### config.mk
export PLATFORM = sky130hd
export DESIGN_NAME = ctrl_fsm_flat
export DESIGN_NICKNAME = d
export VERILOG_FILES = /design/src/rtl/ctrl_pkg.sv /design/src/rtl/ctrl_fsm_if.sv /design/src/rtl/ctrl_fsm_imm_gen.sv /design/src/rtl/ctrl_fsm.sv /design/src/flat_wrapper.sv
export SDC_FILE = /design/constraint.sdc
export NUM_CORES = 1
export LEC_CHECK = 0
export BUFFER_PORTS_ARGS = -buffer_cell sky130_fd_sc_hd__buf_2
export CAP_MARGIN = 20
export CORE_UTILIZATION = 40
export CTS_CLUSTER_DIAMETER = 80
export DETAILED_ROUTE_END_ITERATION = 16
export PLACE_DENSITY = 0.65
export SYNTH_ARGS = -nofsm -noshare
export SYNTH_HDL_FRONTEND = slang
export SYNTH_SLANG_ARGS = --single-unit
### constraint.sdc
create_clock -name clk -period 3.3 [get_ports clk]
set_input_delay 0.66 -clock clk [delete_from_list [all_inputs] [get_ports clk]]
set_output_delay 0.66 -clock clk [all_outputs]
set_load 0.02 [all_outputs]
### src/rtl/ctrl_pkg.sv
// rtl/ctrl_pkg.sv - shared opcodes, ALU codes, FSM states and decode helper for ctrl_fsm
package ctrl_pkg;

  localparam logic [6:0] OP_IMM    = 7'b0010011;
  localparam logic [6:0] OP_REG    = 7'b0110011;
  localparam logic [6:0] OP_BRANCH = 7'b1100011;

  localparam logic [2:0] F3_ADD = 3'b000;
  localparam logic [2:0] F3_BNE = 3'b001;

  localparam logic [6:0] F7_ADD = 7'b0000000;
  localparam logic [6:0] F7_SUB = 7'b0100000;

  typedef enum logic [2:0] {
    ALU_ADD = 3'b000,
    ALU_SUB = 3'b001
  } aluctrl_e;

  typedef enum logic [2:0] {
    RESET,
    FETCH,
    DECODE,
    EXEC,
    TRAP
  } state_e;

  typedef enum logic [2:0] {
    I_ADDI,
    I_ADD,
    I_SUB,
    I_BNE,
    I_ILLEGAL
  } instr_e;

  function automatic instr_e classify(input logic [31:0] ir);
    instr_e c;
    c = I_ILLEGAL;
    if (ir[6:0] == OP_IMM && ir[14:12] == F3_ADD)
      c = I_ADDI;
    else if (ir[6:0] == OP_REG && ir[14:12] == F3_ADD && ir[31:25] == F7_ADD)
      c = I_ADD;
    else if (ir[6:0] == OP_REG && ir[14:12] == F3_ADD && ir[31:25] == F7_SUB)
      c = I_SUB;
    else if (ir[6:0] == OP_BRANCH && ir[14:12] == F3_BNE)
      c = I_BNE;
    return c;
  endfunction

endpackage

### src/rtl/ctrl_fsm_if.sv
// rtl/ctrl_fsm_if.sv - instruction-memory fetch handshake between ctrl_fsm and imem
interface ctrl_fsm_if #(
  parameter int PC_WIDTH = 32
);
  logic                imem_req;
  logic [PC_WIDTH-1:0] imem_addr;
  logic [31:0]         imem_rdata;
  logic                imem_valid;

  modport master (
    output imem_req,
    output imem_addr,
    input  imem_rdata,
    input  imem_valid
  );

  modport slave (
    input  imem_req,
    input  imem_addr,
    output imem_rdata,
    output imem_valid
  );
endinterface

### src/rtl/ctrl_fsm_imm_gen.sv
// rtl/ctrl_fsm_imm_gen.sv - I-type and B-type sign-extended immediates from the instruction word
module imm_gen #(
  parameter int D_WIDTH = 32
) (
  input  logic [31:0]        ir,
  output logic [D_WIDTH-1:0] imm_i,
  output logic [D_WIDTH-1:0] imm_b
);
  logic [11:0] i12;
  logic [12:0] b13;
  logic        unused_ir_bits;

  assign i12 = ir[31:20];
  assign b13 = {ir[31], ir[7], ir[30:25], ir[11:8], 1'b0};

  // size cast of a signed operand sign-extends or truncates to D_WIDTH
  assign imm_i = D_WIDTH'($signed(i12));
  assign imm_b = D_WIDTH'($signed(b13));

  assign unused_ir_bits = ^{ir[19:12], ir[6:0]};
endmodule

### src/rtl/ctrl_fsm.sv
// rtl/ctrl_fsm.sv - multi-cycle fetch/decode/exec control unit for the addi/add/sub/bne subset
module ctrl_fsm
  import ctrl_pkg::*;
#(
  parameter int                  A_WIDTH  = 5,
  parameter int                  D_WIDTH  = 32,
  parameter int                  PC_WIDTH = 32,
  parameter logic [PC_WIDTH-1:0] RESET_PC = '0
) (
  input  logic                clk,
  input  logic                rst,
  ctrl_fsm_if.master          imem,
  input  logic                eq,
  output logic [A_WIDTH-1:0]  ad1,
  output logic [A_WIDTH-1:0]  ad2,
  output logic [A_WIDTH-1:0]  ad3,
  output logic                we3,
  output logic [D_WIDTH-1:0]  imm_op,
  output logic                alusrc,
  output logic [2:0]          aluctrl,
  output logic [PC_WIDTH-1:0] pc,
  output logic                trap
);
  state_e              state;
  logic [31:0]         ir;
  instr_e              cls;
  logic [D_WIDTH-1:0]  imm_i;
  logic [D_WIDTH-1:0]  imm_b;
  logic [PC_WIDTH-1:0] br_off;
  logic                rd_nz;

  imm_gen #(.D_WIDTH(D_WIDTH)) u_imm_gen (
    .ir    (ir),
    .imm_i (imm_i),
    .imm_b (imm_b)
  );

  assign cls   = classify(ir);
  assign rd_nz = (ir[11:7] != 5'd0);

  assign ad1 = A_WIDTH'(ir[19:15]);
  assign ad2 = A_WIDTH'(ir[24:20]);
  assign ad3 = A_WIDTH'(ir[11:7]);

  assign imem.imem_addr = pc;

  // branch offset re-sized from datapath width into PC arithmetic width
  assign br_off = PC_WIDTH'($signed(imm_op));

  always_ff @(posedge clk or posedge rst) begin
    if (rst) begin
      state         <= RESET;
      pc            <= RESET_PC;
      ir            <= '0;
      imm_op        <= '0;
      imem.imem_req <= 1'b0;
      we3           <= 1'b0;
      alusrc        <= 1'b0;
      aluctrl       <= ALU_ADD;
      trap          <= 1'b0;
    end else begin
      case (state)
        RESET: begin
          state         <= FETCH;
          imem.imem_req <= 1'b1;
        end
        FETCH: begin
          if (imem.imem_valid) begin
            ir            <= imem.imem_rdata;
            imem.imem_req <= 1'b0;
            state         <= DECODE;
          end
        end
        DECODE: begin
          imm_op <= (cls == I_BNE) ? imm_b : imm_i;
          if (cls == I_ILLEGAL) begin
            state <= TRAP;
            trap  <= 1'b1;
          end else begin
            state   <= EXEC;
            alusrc  <= (cls == I_ADDI);
            aluctrl <= (cls == I_ADDI || cls == I_ADD) ? ALU_ADD : ALU_SUB;
            we3     <= (cls != I_BNE) && rd_nz;
          end
        end
        EXEC: begin
          // eq is the datapath's same-cycle compare of rs1/rs2
          if (cls == I_BNE && !eq)
            pc <= pc + br_off;
          else
            pc <= pc + PC_WIDTH'(4);
          we3           <= 1'b0;
          alusrc        <= 1'b0;
          aluctrl       <= ALU_ADD;
          imem.imem_req <= 1'b1;
          state         <= FETCH;
        end
        TRAP: begin
          state <= TRAP;
        end
        default: begin
          state         <= TRAP;
          trap          <= 1'b1;
          imem.imem_req <= 1'b0;
          we3           <= 1'b0;
        end
      endcase
    end
  end
endmodule

### src/flat_wrapper.sv
// flat-port wrapper written by rule: the top's interface ports become plain ports
module ctrl_fsm_flat import ctrl_pkg::*;
#(
  parameter int                  A_WIDTH  = 5,
  parameter int                  D_WIDTH  = 32,
  parameter int                  PC_WIDTH = 32,
  parameter logic [PC_WIDTH-1:0] RESET_PC = '0
)
  (clk, rst, eq, ad1, ad2, ad3, we3, imm_op, alusrc, aluctrl, pc, trap, imem_imem_req, imem_imem_addr, imem_imem_rdata, imem_imem_valid);
  ctrl_fsm_if #(.PC_WIDTH(PC_WIDTH)) imem_i ();
  input  logic clk;
  input  logic rst;
  input  logic eq;
  output logic [A_WIDTH-1:0] ad1;
  output logic [A_WIDTH-1:0] ad2;
  output logic [A_WIDTH-1:0] ad3;
  output logic we3;
  output logic [D_WIDTH-1:0] imm_op;
  output logic alusrc;
  output logic [2:0] aluctrl;
  output logic [PC_WIDTH-1:0] pc;
  output logic trap;
  output wire logic [$bits(imem_i.imem_req)-1:0] imem_imem_req;
  output wire logic [$bits(imem_i.imem_addr)-1:0] imem_imem_addr;
  input wire logic [$bits(imem_i.imem_rdata)-1:0] imem_imem_rdata;
  input wire logic [$bits(imem_i.imem_valid)-1:0] imem_imem_valid;
  assign imem_imem_req = imem_i.imem_req;
  assign imem_imem_addr = imem_i.imem_addr;
  assign imem_i.imem_rdata = imem_imem_rdata;
  assign imem_i.imem_valid = imem_imem_valid;
  ctrl_fsm #(.A_WIDTH(A_WIDTH), .D_WIDTH(D_WIDTH), .PC_WIDTH(PC_WIDTH), .RESET_PC(RESET_PC)) u_core (.clk(clk), .rst(rst), .imem(imem_i), .eq(eq), .ad1(ad1), .ad2(ad2), .ad3(ad3), .we3(we3), .imm_op(imm_op), .alusrc(alusrc), .aluctrl(aluctrl), .pc(pc), .trap(trap));
endmodule
==> results of run 1 <==
## power breakdown
part | switching, W | leakage [nW] | internal, W | total (W)
combinational | 0.00190 | 2.13 | 0.00129 | 0.00320
sequential | 0.000378 | 1.02 | 0.00138 | 0.00176
clock | 0.000441 | 0.153 | 0.000636 | 0.00108
total | 0.00272 | 3.30 | 0.00331 | 0.00604
## cells in the mapped netlist, drive strengths merged, types with 3 or more instances
| cell | instances |
|---|---|
| mux2i | 5 |
| nor2 | 59 |
| nand2b | 4 |
| a31oi | 7 |
| nand4 | 15 |
| or4 | 3 |
| a21oi | 83 |
| a21boi | 3 |
| xnor2 | 13 |
| and3 | 6 |
| a311oi | 3 |
| nor2b | 4 |
| nand2 | 63 |
| o22ai | 9 |
| buf | 74 |
| xor2 | 11 |
| a211oi | 7 |
| dfrtp | 85 |
| nor3 | 12 |
| ha | 32 |
| nor4 | 3 |
| and4 | 4 |
| inv | 20 |
| o21ai | 46 |
| nand3 | 19 |
| mux2 | 40 |
| or2 | 3 |
| a21o | 16 |
| clkbuf | 26 |
| o31ai | 3 |
| o21a | 3 |
## final timing paths
check,slack (ps),end
max,230,u_core.imem.imem_addr[30]$_DFFE_PP0P_
min,400,u_core.imem.imem_addr[31]$_DFFE_PP0P_
max reg2reg,230,u_core.imem.imem_addr[30]$_DFFE_PP0P_
min reg2reg,460,u_core.trap$_DFFE_PP0P_
max in group asynchronous,2540,u_core.ir[14]$_DFFE_PP0P_
min in group clk,460,u_core.trap$_DFFE_PP0P_
## area by class of cell
type | count | area [µm²]
fill | 1497 | 8164
multi-input combinational | 506 | 3346
tap | 188 | 235.2
sequential | 85 | 2127
clock buffer | 11 | 252.7
inverter | 20 | 76.32
clock inverter | 5 | 63.81
timing repair buffer | 166 | 880.8
## logic make-up (layout without fill, tap and decap cells)
kind of cell | after synthesis | in the layout | synth area share
other | 1 | 2 | 0.0006077
buffers and inverters | 120 | 202 | 0.1154
adders and majority gates | 34 | 34 | 0.06975
DFF | 85 | 85 | 0.3447
xor gates and xnor gates | 24 | 24 | 0.03406
AOI/OAI and AO/OA | 200 | 200 | 0.1995
muxes | 45 | 45 | 0.08110
and+or+nand+nor | 201 | 201 | 0.1549
## cells in the final DEF (no fill, tap or decap), types with 4 or more instances in the layout
cell / n
buf_2: 151
xor2_1: 11
nor2_1: 55
a21o_1: 16
o21ai_0: 43
a21oi_1: 81
and3_1: 6
xnor2_1: 13
inv_1: 19
buf_4: 14
a31oi_1: 7
nand4_1: 14
nand3_1: 19
nand2b_1: 4
o22ai_1: 8
nor3_1: 11
dfrtp_1: 85
a211oi_1: 7
mux2i_1: 5
nand2_1: 63
ha_1: 32
nor2_2: 4
mux2_2: 40
nor2b_1: 4
clkbuf_16: 9
## tightest hold or removal path, cell delays in order
cell,delay [ps]
buf_2,100
clkinv_2,50
buf_12,350
## routing by layer
metal / vias to the layer above / global-route usage
li1: 2646 / -
met1: 2428 / 0.2713
met2: 192 / 0.3113
met3: 20 / 0.06330
met4: 0 / 0.04961
met5: - / 0
## sequential cells by signal, indices dropped and copies added, names as in the netlist
| signal | cells |
|---|---|
| u_core.ir | 32 |
| u_core.alusrc | 1 |
| u_core.imem.imem_req | 1 |
| u_core.state | 3 |
| u_core.aluctrl | 1 |
| u_core.imm_op | 13 |
| u_core.trap | 1 |
| u_core.we3 | 1 |
| u_core.imem.imem_addr | 32 |
## per-stage QoR
stage | utilization | std cells | hold slack [ps] | total power (W) | setup WS (ps)
2_1_floorplan | - | 711 | 472.8 | 0.004379 | 61.34
3_3_place_gp | 0.4401 | 965 | 448.2 | 0.004937 | 308.3
3_5_place_dp | 0.4401 | 965 | 458.1 | 0.004957 | 239.6
4_1_cts | 0.4610 | 981 | 425.3 | 0.006066 | 225.6
5_1_grt | 0.4610 | 981 | 443.6 | 0.006523 | 2.947
6_report | 0.4610 | 981 | 396.4 | 0.006037 | 229.7
==> impl_metrics.env, run 1 <==
export IMPL_status="finished clean"
export IMPL_synth_area_top_cells="dfrtp_1, buf_4, mux2_2"
export IMPL_fin_worst_skew_ps=6.702
export IMPL_gp_congestion=0.8876
export IMPL_synth_area_per_cell_um2=8.691
export IMPL_die_x_um=126.2
export IMPL_ys_seq_area_frac=0.3447
export IMPL_dpl_instance_area_um2=6665
export IMPL_cp_depth=12
export IMPL_wl_met1_um=7142
export IMPL_cts_made_buffers=9
export IMPL_start_kind="register"
export IMPL_antenna_cells=0
export IMPL_syn_to_final_growth_pct=13.14
export IMPL_antenna_found_initial=0
export IMPL_fin_tns_setup_ps=0
export IMPL_dr_pass1_iters=5
export IMPL_yosysTopAreaCellShare=0.3447
export IMPL_topRoutingLayerUsed="met4"
export IMPL_powerDensity_nw_per_um2=864.7
export IMPL_ctsResizeCount=0
export IMPL_drtAntennaViolNets=0
export IMPL_synth_area_um2=6171
export IMPL_cts_path_max_buffers=2
export IMPL_critPathBufInv=1
export IMPL_drt_iter0_drc=368
export IMPL_worst_pin_slew_ps=732.2
export IMPL_slowest_delay_ps=490
export IMPL_die_area_um2=15930
export IMPL_insertion_delay_ps=350
export IMPL_yosysTopAreaCell="dfrtp_1"
export IMPL_grt_pass1_vias=5001
export IMPL_min_period_ps=3070
export IMPL_port_buffers=151
export IMPL_hold_viol=0
export IMPL_ff2ff_path_depth=12
export IMPL_rows=45
export IMPL_p_leak_nw=3.297
export IMPL_rsz0062_at_grt="false"
export IMPL_fmax_mhz=325.7
export IMPL_required_ps=3580
export IMPL_grt_max_degree=86
export IMPL_path_cells="ha_1 > inv_1 > fa_1 > nand2b_1 > a21oi_2 > a2111o_1 > nand2_1 > o31a_4 > o22ai_4 > a41oi_2 > or4_1 > nand3_1"
export IMPL_wl_um=15290
export IMPL_synth_ff_type="dfrtp_1"
export IMPL_initial_core_util=0.4074
export IMPL_fin_crit_sh=0.9304
export IMPL_max_cap_violations=0
export IMPL_remaining_drc_errors=0
export IMPL_clk_pin_slew_worst_paths_ps=70
export IMPL_vias=5286
export IMPL_synth_distinct_cells=64
export IMPL_route_met2_wl_um=6798
export IMPL_cp_startpoint="u_core.imem.imem_addr[0]$_DFFE_PP0P_"
export IMPL_synth_seq_cells=85
export IMPL_crit_type="register to register"
export IMPL_r2r_start="u_core.imem.imem_addr[0]$_DFFE_PP0P_"
export IMPL_h_tree_depth=3
export IMPL_vdd_drop_max_uv=657.0
export IMPL_vias_per_cell=5.388
export IMPL_fin_area_um2=6982
export IMPL_report_final_slew_viol_count=0
export IMPL_clockRootBuffer="clkbuf_16"
export IMPL_critPathSlowestCell="or4_1"
export IMPL_cts_tree="built"
export IMPL_clock_sinks=85
export IMPL_arrival_ps=3350
export IMPL_hp_class="primary input to asynchronous set/reset pin"
export IMPL_postCtsSetupBuffers=0
export IMPL_ys_warn_count=0
export IMPL_relSlewSlack=0.5119
export IMPL_grt_usage=0.2008
export IMPL_hpwl_um=11430
export IMPL_grt_pass1_wl_um=25360
export IMPL_dr_wl_met3_um=1095
export IMPL_grt_ovfl_total=0
export IMPL_postSynthCellCount=710
export IMPL_core_um2=15150
export IMPL_synth_edf_count=0
export IMPL_path_max_fanout=5
export IMPL_critical_path_top_delay_family="compound AO/OA/AOI/OAI gates"
export IMPL_nets=857
export IMPL_end_kind="register"
export IMPL_drive_gt1_frac=0.3039
export IMPL_finalSetupViolCount=0
export IMPL_routedWlPerCell_um=15.58
export IMPL_async_reset_ff_frac=1.000
export IMPL_die_height_um=126.2
export IMPL_io_pins=154
export IMPL_ctsHoldBuffers=0
Note: power is estimated with default switching activity, not from simulation.
==> run 2: changes to the inputs <==
ABC_AREA = 1   (was default)
PLACE_DENSITY = default   (was 0.65)
REMOVE_ABC_BUFFERS = 1   (was default)
==> run 2 against run 1 <==
  * Design area increased by 15%
  * Highest routed layer unchanged
  * Register-to-register slack gained 560 ps
  * Routed wire length up 38%
==> impl_metrics.env, run 2 <==
export IMPL_status="finished clean"
export IMPL_grt_pass1_wl_um=34150
export IMPL_synth_distinct_cells=43
export IMPL_finalSetupViolCount=0
export IMPL_synth_area_um2=7258
export IMPL_final_common_cell="nand2_1"
export IMPL_rows=48
export IMPL_fin_tns_setup_ps=0
export IMPL_power_w=0.009101
export IMPL_nets=1234
export IMPL_routedWlPerCell_um=15.12
export IMPL_ys_warn_count=0
export IMPL_pre_cts_ws_ps=796.9
export IMPL_vdd_drop_max_uv=519.4
export IMPL_h_tree_depth=3
export IMPL_hold_viol=0
export IMPL_insertion_delay_ps=360
export IMPL_vias_per_cell=4.929
export IMPL_synth_area_top_cells="dfrtp_1, nand2_1, inv_1"
export IMPL_max_cap_violations=0
export IMPL_synth_area_per_cell_um2=6.727
export IMPL_ctsHoldBuffers=0
export IMPL_synth_edf_count=0
export IMPL_drtAntennaViolNets=0
export IMPL_cts_path_max_buffers=2
export IMPL_yosysTopAreaCellShare=0.2931
export IMPL_remaining_drc_errors=0
export IMPL_gp_congestion=0.9221
export IMPL_ctsResizeCount=0
export IMPL_port_buffers=151
export IMPL_powerDensity_nw_per_um2=1129
export IMPL_synth_seq_cells=85
export IMPL_yosysTopAreaCell="dfrtp_1"
export IMPL_report_final_slew_viol_count=0
export IMPL_synth_common_cells="nand2_1, inv_1, nor2_1, dfrtp_1, nand3_1"
export IMPL_dr_pass1_iters=4
export IMPL_drt_iter0_drc=349
export IMPL_grt_usage=0.2391
export IMPL_relSlewSlack=0.5205
export IMPL_crit_type="register to register"
export IMPL_antenna_cells=0
export IMPL_start_kind="register"
export IMPL_placed_cells=1379
export IMPL_clk_pin_slew_worst_paths_ps=70
export IMPL_initial_core_util=0.4139
export IMPL_hp_class="primary input to asynchronous set/reset pin"
export IMPL_async_reset_ff_frac=1.000
export IMPL_grt_pass1_vias=6609
export IMPL_grt_ovfl_total=0
export IMPL_fin_crit_sh=0.7618
export IMPL_vias=6876
export IMPL_hpwl_um=16530
export IMPL_fin_cells=1395
export IMPL_postSynthCellCount=1079
export IMPL_die_height_um=136.7
export IMPL_synth_ff_type="dfrtp_1"
export IMPL_end_kind="register"
export IMPL_path_max_fanout=24
export IMPL_clockRootBuffer="clkbuf_16"
export IMPL_ys_seq_area_frac=0.2931
export IMPL_cts_tree="built"
export IMPL_drive_gt1_frac=0.1957
export IMPL_cts_made_buffers=9
export IMPL_antenna_found_initial=0
export IMPL_required_ps=3590
export IMPL_fmax_mhz=397.8
export IMPL_fin_worst_skew_ps=9.425
export IMPL_syn_to_final_growth_pct=11.02
export IMPL_core_um2=17540
export IMPL_grt_max_degree=49
export IMPL_mostFrequentLayoutCells="nand2_1, buf_2, inv_1"
export IMPL_finalWorstSetupSlack_ps=786.2
export IMPL_die_area_um2=18690
export IMPL_die_x_um=136.7
export IMPL_clock_sinks=85
export IMPL_p_leak_nw=4.476
export IMPL_worst_pin_slew_ps=718.4
export IMPL_wl_um=21090
export IMPL_arrival_ps=2810
export IMPL_postCtsSetupBuffers=0
export IMPL_io_pins=154
export IMPL_min_period_ps=2514
export IMPL_yosysMostFrequentCell="nand2_1"
export IMPL_rsz0062_at_grt="false"
## run 2: cell types whose count changed in the layout (fill, tap and decap cells not counted), moves of 8 or more
cell and delta:
nor3_1 +8, a21oi_1 -19, nand3_1 +54, nand2_1 +242, mux2_2 -23, nor2_1 +45, o21ai_0 -13, a21o_1 -16
inv_1 +127
## run 2: area by class of cell
type	instances	area (µm²)
tap	225	281.5
clock inverter	7	61.31
sequential	85	2127
timing repair buffer	160	835.8
fill	1857	9479
clock buffer	9	225.2
inverter	154	579.3
multi-input combinational	755	3948
## run 2: worst paths after layout
path	cells past startpoint	slack, ps	end	startpoint
worst max-delay path	10	790	u_core.imem.imem_addr[30]$_DFFE_PP0P_	u_core.imm_op[12]$_DFFE_PP0P_
worst min-delay path	2	390	u_core.state[2]$_DFFE_PP0P_	rst
worst max register to register	10	790	u_core.imem.imem_addr[30]$_DFFE_PP0P_	u_core.imm_op[12]$_DFFE_PP0P_
worst min register to register	2	480	u_core.we3$_DFFE_PP0P_	u_core.we3$_DFFE_PP0P_
max in group asynchronous	3	2220	u_core.ir[3]$_DFFE_PP0P_	rst
min in group clk	2	480	u_core.we3$_DFFE_PP0P_	u_core.we3$_DFFE_PP0P_
## run 2: metrics by stage
step	cell area (µm²)	utilization	hold slack, ps
after floorplan	6653	-	480.3
after global placement	7771	0.4431	459.0
after detailed placement	7771	0.4431	474.6
after CTS	8058	0.4595	412.9
after global routing	8058	0.4595	442.7
final	8058	0.4595	390.2
## run 2: cell families after synthesis
| family | share of synthesized area |
|---|---|
| multiplexers | 0.02637 |
| AO/OA/AOI/OAI | 0.09464 |
| AND/OR/NAND/NOR | 0.3349 |
| adder cells (fa/ha/maj) | 0.05792 |
| buffers and inverters | 0.1636 |
| other | 0.0005167 |
| flip-flops | 0.2931 |
| XOR/XNOR | 0.02896 |
## run 2: report_power, final
part,total [W],internal (W),switching (W)
sequential,0.00220,0.00151,0.000686
clock,0.00104,0.000529,0.000509
combinational,0.00587,0.00201,0.00386
## run 2: worst max-delay path, cell delays in order (launching register included)
cell,delay (ps)
dfrtp_1,800
buf_4,350
ha_1,260
nand2_1,120
nor3_1,220
nand2_1,160
nor2_1,110
nand2_1,110
nand3_1,90
nand3_1,80
a21oi_1,120
## run 2: per-layer routing
metal | global-route usage | part of all wire
met5 | 0 | 0
met4 | 0.06975 | 0.021
met3 | 0.05222 | 0.055
met2 | 0.3917 | 0.46
met1 | 0.3141 | 0.46
